## config.mk

```make
export PLATFORM = sky130hd
export DESIGN_NAME = multicycle_maindec_flat
export DESIGN_NICKNAME = d
export VERILOG_FILES = /design/src/rtl/multicycle_maindec_pkg.sv /design/src/rtl/multicycle_maindec_if.sv /design/src/rtl/multicycle_maindec_outdec.sv /design/src/rtl/multicycle_maindec.sv /design/src/flat_wrapper.sv
export SDC_FILE = /design/constraint.sdc
export NUM_CORES = 1
export LEC_CHECK = 0
export CELL_PAD_IN_SITES_DETAIL_PLACEMENT = 0
export CELL_PAD_IN_SITES_GLOBAL_PLACEMENT = 1
export CORE_ASPECT_RATIO = 2
export CORE_MARGIN = 2
export CORE_UTILIZATION = 27
export CTS_CLUSTER_DIAMETER = 80
export CTS_CLUSTER_SIZE = 30
export DETAILED_ROUTE_END_ITERATION = 8
export PLACE_DENSITY_LB_ADDON = 0.05
export SLEW_MARGIN = 40
export SYNTH_ARGS = -nofsm -noshare
export SYNTH_HDL_FRONTEND = slang
export SYNTH_SLANG_ARGS = --single-unit
```

## constraint.sdc

```tcl
create_clock -name clk -period 1.8 [get_ports clk]
set_clock_uncertainty 0.2 [all_clocks]
set_input_delay 0.36 -clock clk [delete_from_list [all_inputs] [get_ports clk]]
set_output_delay 0.36 -clock clk [all_outputs]
set_load 0.05 [all_outputs]
```

## src/rtl/multicycle_maindec_pkg.sv

```systemverilog
// Shared definitions for the multicycle main decoder.
// Holds the state encoding, opcode values, datapath select encodings and
// the packed control bundle carried from the output decoder to the top.
package mips_ctrl_pkg;

  localparam int unsigned OPC_W     = 6;
  localparam int unsigned ALUOP_BITS = 3;
  localparam int unsigned STATE_W   = 4;

  typedef enum logic [STATE_W-1:0] {
    FETCH   = 4'd0,
    DECODE  = 4'd1,
    MEMADR  = 4'd2,
    MEMRD   = 4'd3,
    MEMWB   = 4'd4,
    MEMWR   = 4'd5,
    RTYPEEX = 4'd6,
    ALUWB   = 4'd7,
    BRANCH  = 4'd8,
    IEXE    = 4'd9,
    IWB     = 4'd10,
    JUMP    = 4'd11,
    TRAP    = 4'd12
  } state_t;

  localparam logic [OPC_W-1:0] OP_RTYPE = 6'b000000;
  localparam logic [OPC_W-1:0] OP_LW    = 6'b100011;
  localparam logic [OPC_W-1:0] OP_SW    = 6'b101011;
  localparam logic [OPC_W-1:0] OP_BEQ   = 6'b000100;
  localparam logic [OPC_W-1:0] OP_BNE   = 6'b000101;
  localparam logic [OPC_W-1:0] OP_ADDI  = 6'b001000;
  localparam logic [OPC_W-1:0] OP_ANDI  = 6'b001100;
  localparam logic [OPC_W-1:0] OP_ORI   = 6'b001101;
  localparam logic [OPC_W-1:0] OP_SLTI  = 6'b001010;
  localparam logic [OPC_W-1:0] OP_J     = 6'b000010;

  localparam logic [ALUOP_BITS-1:0] ALUOP_ADD   = 3'b000;
  localparam logic [ALUOP_BITS-1:0] ALUOP_SUB   = 3'b001;
  localparam logic [ALUOP_BITS-1:0] ALUOP_FUNCT = 3'b010;
  localparam logic [ALUOP_BITS-1:0] ALUOP_AND   = 3'b011;
  localparam logic [ALUOP_BITS-1:0] ALUOP_OR    = 3'b100;
  localparam logic [ALUOP_BITS-1:0] ALUOP_SLT   = 3'b101;

  localparam logic [1:0] ALUSRCB_REGB  = 2'b00;
  localparam logic [1:0] ALUSRCB_FOUR  = 2'b01;
  localparam logic [1:0] ALUSRCB_IMM   = 2'b10;
  localparam logic [1:0] ALUSRCB_IMMSH = 2'b11;

  localparam logic [1:0] PCSRC_ALU    = 2'b00;
  localparam logic [1:0] PCSRC_ALUOUT = 2'b01;
  localparam logic [1:0] PCSRC_JUMP   = 2'b10;

  typedef struct packed {
    logic                  pcwrite;
    logic                  irwrite;
    logic                  regwrite;
    logic                  memwrite;
    logic                  iord;
    logic                  alusrca;
    logic                  regdst;
    logic                  memtoreg;
    logic                  branch;
    logic                  branchne;
    logic [1:0]            alusrcb;
    logic [1:0]            pcsrc;
    logic [ALUOP_BITS-1:0] aluop;
    logic                  sig;
    logic                  illegal;
  } ctrl_t;

  // Clear every write/branch/trap strobe, leaving mux selects untouched.
  function automatic ctrl_t gate_strobes(input ctrl_t c);
    ctrl_t g;
    g          = c;
    g.pcwrite  = 1'b0;
    g.irwrite  = 1'b0;
    g.regwrite = 1'b0;
    g.memwrite = 1'b0;
    g.branch   = 1'b0;
    g.branchne = 1'b0;
    g.illegal  = 1'b0;
    return g;
  endfunction

endpackage

```

## src/rtl/multicycle_maindec_if.sv

```systemverilog
// Control bus between the instruction register / memory and the datapath.
// master: decoder side (consumes op, mem_ready; drives all controls).
// slave : datapath side (the mirror image).
interface multicycle_maindec_if #(
  parameter int unsigned OP_W    = 6,
  parameter int unsigned ALUOP_W = 3
);
  logic [OP_W-1:0]    op;
  logic               mem_ready;
  logic               pcwrite;
  logic               irwrite;
  logic               regwrite;
  logic               memwrite;
  logic               iord;
  logic               alusrca;
  logic               regdst;
  logic               memtoreg;
  logic               branch;
  logic               branchne;
  logic [1:0]         alusrcb;
  logic [1:0]         pcsrc;
  logic [ALUOP_W-1:0] aluop;
  logic               sig;
  logic               illegal;
  logic [3:0]         state_o;

  modport master (
    input  op, mem_ready,
    output pcwrite, irwrite, regwrite, memwrite, iord, alusrca, regdst,
           memtoreg, branch, branchne, alusrcb, pcsrc, aluop, sig, illegal,
           state_o
  );

  modport slave (
    output op, mem_ready,
    input  pcwrite, irwrite, regwrite, memwrite, iord, alusrca, regdst,
           memtoreg, branch, branchne, alusrcb, pcsrc, aluop, sig, illegal,
           state_o
  );
endinterface

```

## src/rtl/multicycle_maindec_outdec.sv

```systemverilog
// mc_outdec: combinational map from (state, latched opcode, memory ready)
// to the control bundle.
// Ports: state  - current FSM state
//        op_q   - opcode latched during DECODE
//        ready  - effective memory-ready (already forced high if unused)
//        ctrl_c - control bundle, unlisted fields 0
module mc_outdec
  import mips_ctrl_pkg::*;
#(
  parameter int unsigned OP_W = 6
) (
  input  state_t          state,
  input  logic [OP_W-1:0] op_q,
  input  logic            ready,
  output ctrl_t           ctrl_c
);

  always_comb begin
    ctrl_c = '0;
    case (state)
      FETCH: begin
        ctrl_c.alusrcb = ALUSRCB_FOUR;
        ctrl_c.aluop   = ALUOP_ADD;
        ctrl_c.pcsrc   = PCSRC_ALU;
        ctrl_c.irwrite = ready;
        ctrl_c.pcwrite = ready;
      end
      DECODE: begin
        ctrl_c.alusrcb = ALUSRCB_IMMSH;
        ctrl_c.aluop   = ALUOP_ADD;
        ctrl_c.sig     = 1'b1;
      end
      MEMADR: begin
        ctrl_c.alusrca = 1'b1;
        ctrl_c.alusrcb = ALUSRCB_IMM;
        ctrl_c.aluop   = ALUOP_ADD;
        ctrl_c.sig     = 1'b1;
      end
      MEMRD: ctrl_c.iord = 1'b1;
      MEMWB: begin
        ctrl_c.memtoreg = 1'b1;
        ctrl_c.regwrite = 1'b1;
      end
      // memwrite stays asserted for every cycle the access is stalled
      MEMWR: begin
        ctrl_c.iord     = 1'b1;
        ctrl_c.memwrite = 1'b1;
      end
      RTYPEEX: begin
        ctrl_c.alusrca = 1'b1;
        ctrl_c.alusrcb = ALUSRCB_REGB;
        ctrl_c.aluop   = ALUOP_FUNCT;
      end
      ALUWB: begin
        ctrl_c.regdst   = 1'b1;
        ctrl_c.regwrite = 1'b1;
      end
      BRANCH: begin
        ctrl_c.alusrca  = 1'b1;
        ctrl_c.alusrcb  = ALUSRCB_REGB;
        ctrl_c.aluop    = ALUOP_SUB;
        ctrl_c.pcsrc    = PCSRC_ALUOUT;
        ctrl_c.branch   = (op_q == OP_W'(OP_BEQ));
        ctrl_c.branchne = (op_q == OP_W'(OP_BNE));
      end
      IEXE: begin
        ctrl_c.alusrca = 1'b1;
        ctrl_c.alusrcb = ALUSRCB_IMM;
        if (op_q == OP_W'(OP_ANDI)) begin
          ctrl_c.aluop = ALUOP_AND;
          ctrl_c.sig   = 1'b0;
        end else if (op_q == OP_W'(OP_ORI)) begin
          ctrl_c.aluop = ALUOP_OR;
          ctrl_c.sig   = 1'b0;
        end else if (op_q == OP_W'(OP_SLTI)) begin
          ctrl_c.aluop = ALUOP_SLT;
          ctrl_c.sig   = 1'b1;
        end else begin
          ctrl_c.aluop = ALUOP_ADD;
          ctrl_c.sig   = 1'b1;
        end
      end
      IWB: ctrl_c.regwrite = 1'b1;
      JUMP: begin
        ctrl_c.pcsrc   = PCSRC_JUMP;
        ctrl_c.pcwrite = 1'b1;
      end
      TRAP: ctrl_c.illegal = 1'b1;
      default: ctrl_c = '0;
    endcase
  end

endmodule

```

## src/rtl/multicycle_maindec.sv

```systemverilog
// Multicycle main decoder: Moore FSM sequencing fetch/decode/execute/
// memory/writeback for the supported instruction set.
// Ports: clk, reset (synchronous, active-high)
//        bus - multicycle_maindec_if.master: op and mem_ready in, all
//              datapath strobes/selects, aluop, illegal and state_o out.
module multicycle_maindec
  import mips_ctrl_pkg::*;
#(
  parameter int unsigned OP_W          = 6,
  parameter int unsigned ALUOP_W       = 3,
  parameter bit          MEM_HANDSHAKE = 1'b1
) (
  input logic                  clk,
  input logic                  reset,
  multicycle_maindec_if.master bus
);

  state_t          state_q;
  state_t          state_d;
  state_t          out_state;
  logic [OP_W-1:0] op_q;
  logic            ready;
  ctrl_t           ctrl_c;
  ctrl_t           ctrl_g;

  assign ready = MEM_HANDSHAKE ? bus.mem_ready : 1'b1;

  // State register and opcode latch (op captured on the DECODE cycle only).
  always_ff @(posedge clk) begin
    if (reset) begin
      state_q <= FETCH;
      op_q    <= '0;
    end else begin
      state_q <= state_d;
      if (state_q == DECODE) op_q <= bus.op;
    end
  end

  // Next-state logic; DECODE looks at the live opcode, later states at op_q.
  always_comb begin
    state_d = FETCH;
    case (state_q)
      FETCH: state_d = ready ? DECODE : FETCH;
      DECODE: begin
        if (bus.op == OP_W'(OP_LW) || bus.op == OP_W'(OP_SW))
          state_d = MEMADR;
        else if (bus.op == OP_W'(OP_RTYPE))
          state_d = RTYPEEX;
        else if (bus.op == OP_W'(OP_BEQ) || bus.op == OP_W'(OP_BNE))
          state_d = BRANCH;
        else if (bus.op == OP_W'(OP_ADDI) || bus.op == OP_W'(OP_ANDI) ||
                 bus.op == OP_W'(OP_ORI)  || bus.op == OP_W'(OP_SLTI))
          state_d = IEXE;
        else if (bus.op == OP_W'(OP_J))
          state_d = JUMP;
        else
          state_d = TRAP;
      end
      MEMADR:  state_d = (op_q == OP_W'(OP_SW)) ? MEMWR : MEMRD;
      MEMRD:   state_d = ready ? MEMWB : MEMRD;
      MEMWB:   state_d = FETCH;
      MEMWR:   state_d = ready ? FETCH : MEMWR;
      RTYPEEX: state_d = ALUWB;
      ALUWB:   state_d = FETCH;
      BRANCH:  state_d = FETCH;
      IEXE:    state_d = IWB;
      IWB:     state_d = FETCH;
      JUMP:    state_d = FETCH;
      TRAP:    state_d = FETCH;
      default: state_d = FETCH;
    endcase
  end

  // During reset present FETCH selects with every strobe suppressed.
  assign out_state = reset ? FETCH : state_q;

  mc_outdec #(
    .OP_W (OP_W)
  ) u_outdec (
    .state  (out_state),
    .op_q   (op_q),
    .ready  (ready),
    .ctrl_c (ctrl_c)
  );

  assign ctrl_g = reset ? gate_strobes(ctrl_c) : ctrl_c;

  assign bus.pcwrite  = ctrl_g.pcwrite;
  assign bus.irwrite  = ctrl_g.irwrite;
  assign bus.regwrite = ctrl_g.regwrite;
  assign bus.memwrite = ctrl_g.memwrite;
  assign bus.iord     = ctrl_g.iord;
  assign bus.alusrca  = ctrl_g.alusrca;
  assign bus.regdst   = ctrl_g.regdst;
  assign bus.memtoreg = ctrl_g.memtoreg;
  assign bus.branch   = ctrl_g.branch;
  assign bus.branchne = ctrl_g.branchne;
  assign bus.alusrcb  = ctrl_g.alusrcb;
  assign bus.pcsrc    = ctrl_g.pcsrc;
  assign bus.aluop    = ALUOP_W'(ctrl_g.aluop);
  assign bus.sig      = ctrl_g.sig;
  assign bus.illegal  = ctrl_g.illegal;
  assign bus.state_o  = 4'(state_q);

endmodule

```

## src/flat_wrapper.sv

```systemverilog
// flat-port wrapper written by rule: the top's interface ports become plain ports
module multicycle_maindec_flat import mips_ctrl_pkg::*;
#(
  parameter int unsigned OP_W          = 6,
  parameter int unsigned ALUOP_W       = 3,
  parameter bit          MEM_HANDSHAKE = 1'b1
)
  (clk, reset, bus_op, bus_mem_ready, bus_pcwrite, bus_irwrite, bus_regwrite, bus_memwrite, bus_iord, bus_alusrca, bus_regdst, bus_memtoreg, bus_branch, bus_branchne, bus_alusrcb, bus_pcsrc, bus_aluop, bus_sig, bus_illegal, bus_state_o);
  multicycle_maindec_if #(.OP_W(OP_W), .ALUOP_W(ALUOP_W)) bus_i ();
  input logic clk;
  input logic reset;
  input wire logic [$bits(bus_i.op)-1:0] bus_op;
  input wire logic [$bits(bus_i.mem_ready)-1:0] bus_mem_ready;
  output wire logic [$bits(bus_i.pcwrite)-1:0] bus_pcwrite;
  output wire logic [$bits(bus_i.irwrite)-1:0] bus_irwrite;
  output wire logic [$bits(bus_i.regwrite)-1:0] bus_regwrite;
  output wire logic [$bits(bus_i.memwrite)-1:0] bus_memwrite;
  output wire logic [$bits(bus_i.iord)-1:0] bus_iord;
  output wire logic [$bits(bus_i.alusrca)-1:0] bus_alusrca;
  output wire logic [$bits(bus_i.regdst)-1:0] bus_regdst;
  output wire logic [$bits(bus_i.memtoreg)-1:0] bus_memtoreg;
  output wire logic [$bits(bus_i.branch)-1:0] bus_branch;
  output wire logic [$bits(bus_i.branchne)-1:0] bus_branchne;
  output wire logic [$bits(bus_i.alusrcb)-1:0] bus_alusrcb;
  output wire logic [$bits(bus_i.pcsrc)-1:0] bus_pcsrc;
  output wire logic [$bits(bus_i.aluop)-1:0] bus_aluop;
  output wire logic [$bits(bus_i.sig)-1:0] bus_sig;
  output wire logic [$bits(bus_i.illegal)-1:0] bus_illegal;
  output wire logic [$bits(bus_i.state_o)-1:0] bus_state_o;
  assign bus_i.op = bus_op;
  assign bus_i.mem_ready = bus_mem_ready;
  assign bus_pcwrite = bus_i.pcwrite;
  assign bus_irwrite = bus_i.irwrite;
  assign bus_regwrite = bus_i.regwrite;
  assign bus_memwrite = bus_i.memwrite;
  assign bus_iord = bus_i.iord;
  assign bus_alusrca = bus_i.alusrca;
  assign bus_regdst = bus_i.regdst;
  assign bus_memtoreg = bus_i.memtoreg;
  assign bus_branch = bus_i.branch;
  assign bus_branchne = bus_i.branchne;
  assign bus_alusrcb = bus_i.alusrcb;
  assign bus_pcsrc = bus_i.pcsrc;
  assign bus_aluop = bus_i.aluop;
  assign bus_sig = bus_i.sig;
  assign bus_illegal = bus_i.illegal;
  assign bus_state_o = bus_i.state_o;
  multicycle_maindec #(.OP_W(OP_W), .ALUOP_W(ALUOP_W), .MEM_HANDSHAKE(MEM_HANDSHAKE)) u_core (.clk(clk), .reset(reset), .bus(bus_i));
endmodule
```

==> run summary, run 1 <==
Leakage: 0.000943 uW
Via Count: 1260
final worst path period share: 126%
final worst slack: -471 ps
Tot Pwr: 1340 uW
Cell variety after synth: 43
Worst Hold Class: flop to flop
most frequent cells in the layout: 40 x buf_4, 24 x buf_12, 16 x buf_6
vias per cell: 5.19
power per cell area: 558 nW/um^2
headroom to the max-slew limit: 75.6%
Ys Warns: 0
failing checks: negative setup slack
unrepaired setup endpoints after global routing: true
crit path buf inv count: 1
dpl cell area: 1960 um^2
Main synth FF type: dfxtp_1
worst reg2reg startpoint: u_core.bus.state_o[1]
row cnt: 29
WL met1: 1200 um
DP HPWL: 2710 um
final instance area: 2400 um^2
initial antenna violation count: 0
Slew @ Worst Pin: 366 ps
Ant. Diodes: 0
Num Clock Sinks: 10
max-slew violations: 0
Fin. Hold Viols: 0
Final nets: 222
# DRC: 0
Synth Instances: 125
Num CTS Buffers: 3
DIE AREA: 3770 um^2
Final Critical Period: 2270 ps
WS Path Type: flop to output pin
Synth Register Bits: 10
vias in the first global route: 1380
Critical Path AT: 1710 ps
Max Clock Freq: 440 MHz
I/O pins: 32
sequential share of the synthesized area: 22.7%
Initial DRT Pass Iterations: 4
critical path startpoint: u_core.op_q[4]
Layout area overhead: 172%
largest net degree at the start of global routing: 9
Cell Area, Synth: 883 um^2
CTS Hold Buffers Added: 0
status: finished, violations left
maximum VDD drop: 0.540 mV
synthesized net count: 134
GRT Util Overall: 21.1%
CP max FO: 2
worst hold start: u_core.op_q[1]
most common cell after layout, fill and taps aside: buf_4
Skew-Pair Late Insertion Delay: 230 ps
crit path cell chain: or3b_4 -> nor2_4 -> o21ai_2 -> a2111oi_4 -> buf_12
Filler cells: 213
overall die height: 84.9 um
met2 wire len: 2450 um
port buffer count: 31
post-synth top area cell: dfxtp_1
Initial Utilization: 28.0%
critical path's top delay family: simple AND/OR/NAND/NOR gates
EDFF count, synth: 0
drt total wl: 3800 um
antenna-violating nets left: 0
Worst setup SP type: flop
RePlAce Congestion: 0.767
Crit. End Element: output pin
Max Cap Viol: 0
CP max stage delay: 420 ps
share of post-route cells with drive strength above 1: 69.3%
routed wire length per instance: 15.6 um
Max clock buf depth: 2
core footprint: 3160 um^2
critical path's slowest cell: or3b_4
CP required: 1240 ps
Final setup viols: 18
Synth area leaders: dfxtp_1 23%, a21oi_1 7.9%, nand2_1 7.2%
Avg Cell Area, Syn: 7.07 um^2
H-tree depth: 1
Chip Width: 44.4 um
async set-reset flop share out of synthesis: 0%
clock-pin slew on the worst setup and hold paths: 40 ps
post-synth top area share: 22.7%
highest metal used: met4
Root Driver: clkbuf_8
CTS tree: done
met3 wire length: 85 um
first-pass GRT wire length: 5990 um
Iteration-0 DRC Markers: 10
Util after Layout: 76.0%
total congestion overflow: 0
sequential cells by signal, summed over array words and instances, names as in the netlist:
register            flops
u_core.op_q             6
u_core.bus.state_o      4
cell type report:
cell class	count	area, um^2	area share (%)
Tap cell	31	38.8	1.62
Timing Repair Buffer	90	1080	45.1
Sequential cell	10	220	9.18
Multi-Input combinational cell	107	1000	41.7
Inverter	1	3.75	0.156
Clock buffer	4	55.1	2.30
cell families (layout without fill, tap and decap cells):
family / after synthesis / count (layout) / synth area share [%]
AO/OA/AOI/OAI: 31 / 31 / 23.4
XOR/XNOR: 1 / 1 / 0.992
buffers and inverters: 8 / 95 / 4.39
multiplexers: 2 / 2 / 2.41
flip-flops: 10 / 10 / 22.7
AND/OR/NAND/NOR: 73 / 73 / 46.2
cell usage after synthesis (3+ instances only):
cell type	number
a21oi_1	14
buf_2	4
dfxtp_1	10
nand2_1	17
nand2b_1	3
nand3_1	4
nor2_1	14
nor2b_1	4
nor3_1	7
nor4_1	4
o21ai_0	3
per-layer routing:
| layer | vias to the layer above | track usage (%) |
|---|---|---|
| met5 | - | 0 |
| met4 | 0 | 8.54 |
| met3 | 6 | 2.34 |
| met2 | 31 | 42.9 |
| met1 | 600 | 19.0 |
| li1 | 623 | - |
path summary, 6_finish.rpt:
check | to | slack [ps] | depth (start not counted)
worst max-delay path | bus_aluop[0] | -470 | 5
worst min register to register | u_core.op_q[1] | 260 | 2
worst max register to register | u_core.bus.state_o[2] | 100 | 7
worst min-delay path | u_core.op_q[1] | 260 | 2
worst register-to-register path, cell delays in order (launching register included):
cell and delay (ps):
dfxtp_4 420, buf_6 130, nor2b_4 180, buf_4 120, buf_4 90, o21ai_0 80, a31o_2 250, a21oi_1 150
power by group:
part           internal (uW)  leakage, uW  total, uW  switching, uW
sequential               244    0.0000856        276           32.6
combinational            404     0.000828        785            381
clock                    192    0.0000288        277           84.6
total                    840     0.000943       1340            498
through the flow:
stage                     setup slack, ps  instances  TNS, ps  hold WS (ps)
final                                -471        243    -3490           262
after global routing                 -508        243    -4370           277
after CTS                            -467        240    -3140           264
after detailed placement             -429        219    -7260           258
after global placement               -399        219    -6420           257
after floorplan                      -414        125    -2280           241
what timing repair did:
action                                  CTS  global route
pin swaps                                20            13
hold endpoints to repair                  0             0
setup buffers                            17             3
endpoints found under the setup margin   21            21
resized for setup                        44            11
Power figures use the tool's default switching activity.
==> run 2, diff against run 1 <==
- GPL_TIMING_DRIVEN: unset -> 1
- SETUP_SLACK_MARGIN: unset -> 0.2
==> run 2 against run 1 <==
Compared with the run above:
- the flow still finishes with violations (negative setup slack)
- final cell count down 2.5%
- flip-flop and latch count is the same
- via count is 2.1% lower
- power down 4.1%
- maximum frequency rose by 1.8%
- combinational power down 2%
- first-iteration DRC count grew 10%
- critical path type unchanged
==> run summary, run 2 (same netlist as run 1, synthesis figures left out) <==
vias per cell: 5.21 (+0.42%)
Num CTS Buffers: 3 (unchanged)
port buffer count: 31 (unchanged)
max reg flops: 6 (unchanged)
Largest Register: u_core.op_q
Skew-Pair Late Insertion Delay: 230 ps (about the same)
CTS Hold Buffers Added: 0 (unchanged)
Iteration-0 DRC Markers: 11 (+1)
Util after Layout: 74.7% (-1.3 points)
met2 Use GR: 43.4% (+0.53 points)
Worst Hold Class: flop to flop
final worst path period share: 124% (-2.2 points)
antenna-violating nets left: 0 (unchanged)
Initial DRT Pass Iterations: 4 (unchanged)
met3 Use GR: 1.28% (-1.1 points)
status: finished, violations left
dpl cell area: 2050 um^2 (+4.5%)
Max Cap Viol: 0 (unchanged)
vias in the first global route: 1292 (-6.4%)
most common cell after layout, fill and taps aside: buf_4
WS Path Type: flop to output pin
Crit. End Element: output pin
Layout area overhead: 167%
RePlAce Congestion: 0.787 (+2.6%)
I/O pins: 32 (unchanged)
area occupied by multi-input gates: 1060 um^2 (+6.0%)
overall die height: 84.9 um (unchanged)
maximum VDD drop: 0.460 mV (-15%)
most frequent cells in the layout: 38 x buf_4, 23 x buf_12, 13 x nand2_1, 13 x buf_6, 10 x a21oi_1
H-tree depth: 1 (unchanged)
CP required: 1240 ps (about the same)
met1 layer usage reported by global route: 19.9% (+0.85 points)
Leakage: 0.000874 uW (-7.3%)
Max Clock Freq: 448 MHz (+1.8%)
Worst setup SP type: flop
first-pass GRT wire length: 5850 um (-2.3%)
Critical Path AT: 1670 ps (-40 ps)
Via Count: 1234 (-2.1%)
total congestion overflow: 0 (unchanged)
final instance area: 2360 um^2 (-1.7%)
power per cell area: 544 nW/um^2 (-2.5%)
sequential standard cell area: 220 um^2 (unchanged)
# DRC: 0 (unchanged)
Root Driver: clkbuf_8
max-slew violations: 0 (unchanged)
DP HPWL: 2820 um (+4.2%)
final worst slack: -431 ps (+39.6 ps)
share of post-route cells with drive strength above 1: 72.8% (+3.5 points)
drt total wl: 3670 um (-3.4%)
Ant. Diodes: 0 (unchanged)
Max clock buf depth: 2 (unchanged)
Final setup viols: 18 (unchanged)
headroom to the max-slew limit: 75.3% (-0.23 points)
Final Critical Period: 2230 ps (-39.6 ps)
CP max FO: 2 (unchanged)
Filler cells: 216 (+1.4%)
clock-pin slew on the worst setup and hold paths: 50 ps (about the same)
row cnt: 29 (unchanged)
Chip Width: 44.4 um (unchanged)
core footprint: 3160 um^2 (unchanged)
DIE AREA: 3770 um^2 (unchanged)
Initial Utilization: 28.0% (unchanged)
Num Clock Sinks: 10 (unchanged)
routed wire length per instance: 15.5 um (-1.0%)
unrepaired setup endpoints after global routing: true
Final nets: 216 (-2.7%)
failing checks: negative setup slack
GRT Util Overall: 20.8% (-0.32 points)
initial antenna violation count: 0 (unchanged)
GR peak layer: met2
CTS tree: done
Slew @ Worst Pin: 369 ps (+3.40 ps)
Fin. Hold Viols: 0 (unchanged)
largest net degree at the start of global routing: 10 (+1)
run 2: cell count changes in the layout (fill, tap and decap cells not counted), sizes merged:
cell and delta:
clkbuf +3, buf -6, clkdlybuf4s50 -2, dlymetal6s2s -3, dlygate4sd2 +2, clkinvlp +1, inv -1
run 2: cell type report:
| class | count | share of cell area (%) |
|---|---|---|
| multi-input combinational | 107 | 44.9 |
| timing repair buffer | 84 | 41.9 |
| sequential | 10 | 9.34 |
| clock buffer | 4 | 1.91 |
| tap | 31 | 1.64 |
| inverter | 1 | 0.318 |
run 2: timing repair:
action / 4_1_cts / 5_1_grt
setup endpoints to repair: 23 / 23
setup buffers: 9 / 3
pin swaps: 20 / 12
gates resized for setup: 39 / 18
run 2: worst paths after layout:
check                        start                    end  slack, ps  cells after the start
max                 u_core.op_q[3]           bus_aluop[0]       -430                      5
min reg2reg         u_core.op_q[2]         u_core.op_q[2]        270                      2
min                 u_core.op_q[2]         u_core.op_q[2]        270                      2
max reg2reg  u_core.bus.state_o[1]  u_core.bus.state_o[2]        120                      7
run 2: layer usage:
layer	vias up	part of all wire, %
met2	23	66
met1	591	32
met4	0	0.57
li1	618	-
met3	2	1.8
met5	-	0
run 2: stage by stage:
stage	std cells	setup TNS, ps	hold slack [ps]	setup slack (ps)	power (uW)
2_1_floorplan	125	-2350	241	-414	669
3_3_place_gp	221	-6130	256	-421	946
3_5_place_dp	221	-6340	259	-420	955
4_1_cts	234	-3060	265	-452	1260
5_1_grt	237	-4060	323	-482	1350
6_report	237	-3160	266	-431	1280
run 2: critical path, cell delays in order (launching register included):
cell and delay [ps]:
dfxtp_4 330, or3b_4 390, nor2_4 100, o21ai_2 90, a2111oi_4 350, buf_12 180
run 2: power by group:
group          switching [uW]  internal, uW
Sequential               33.6           244
Clock                    83.9           155
Combinational             386           380
Total                     504           779
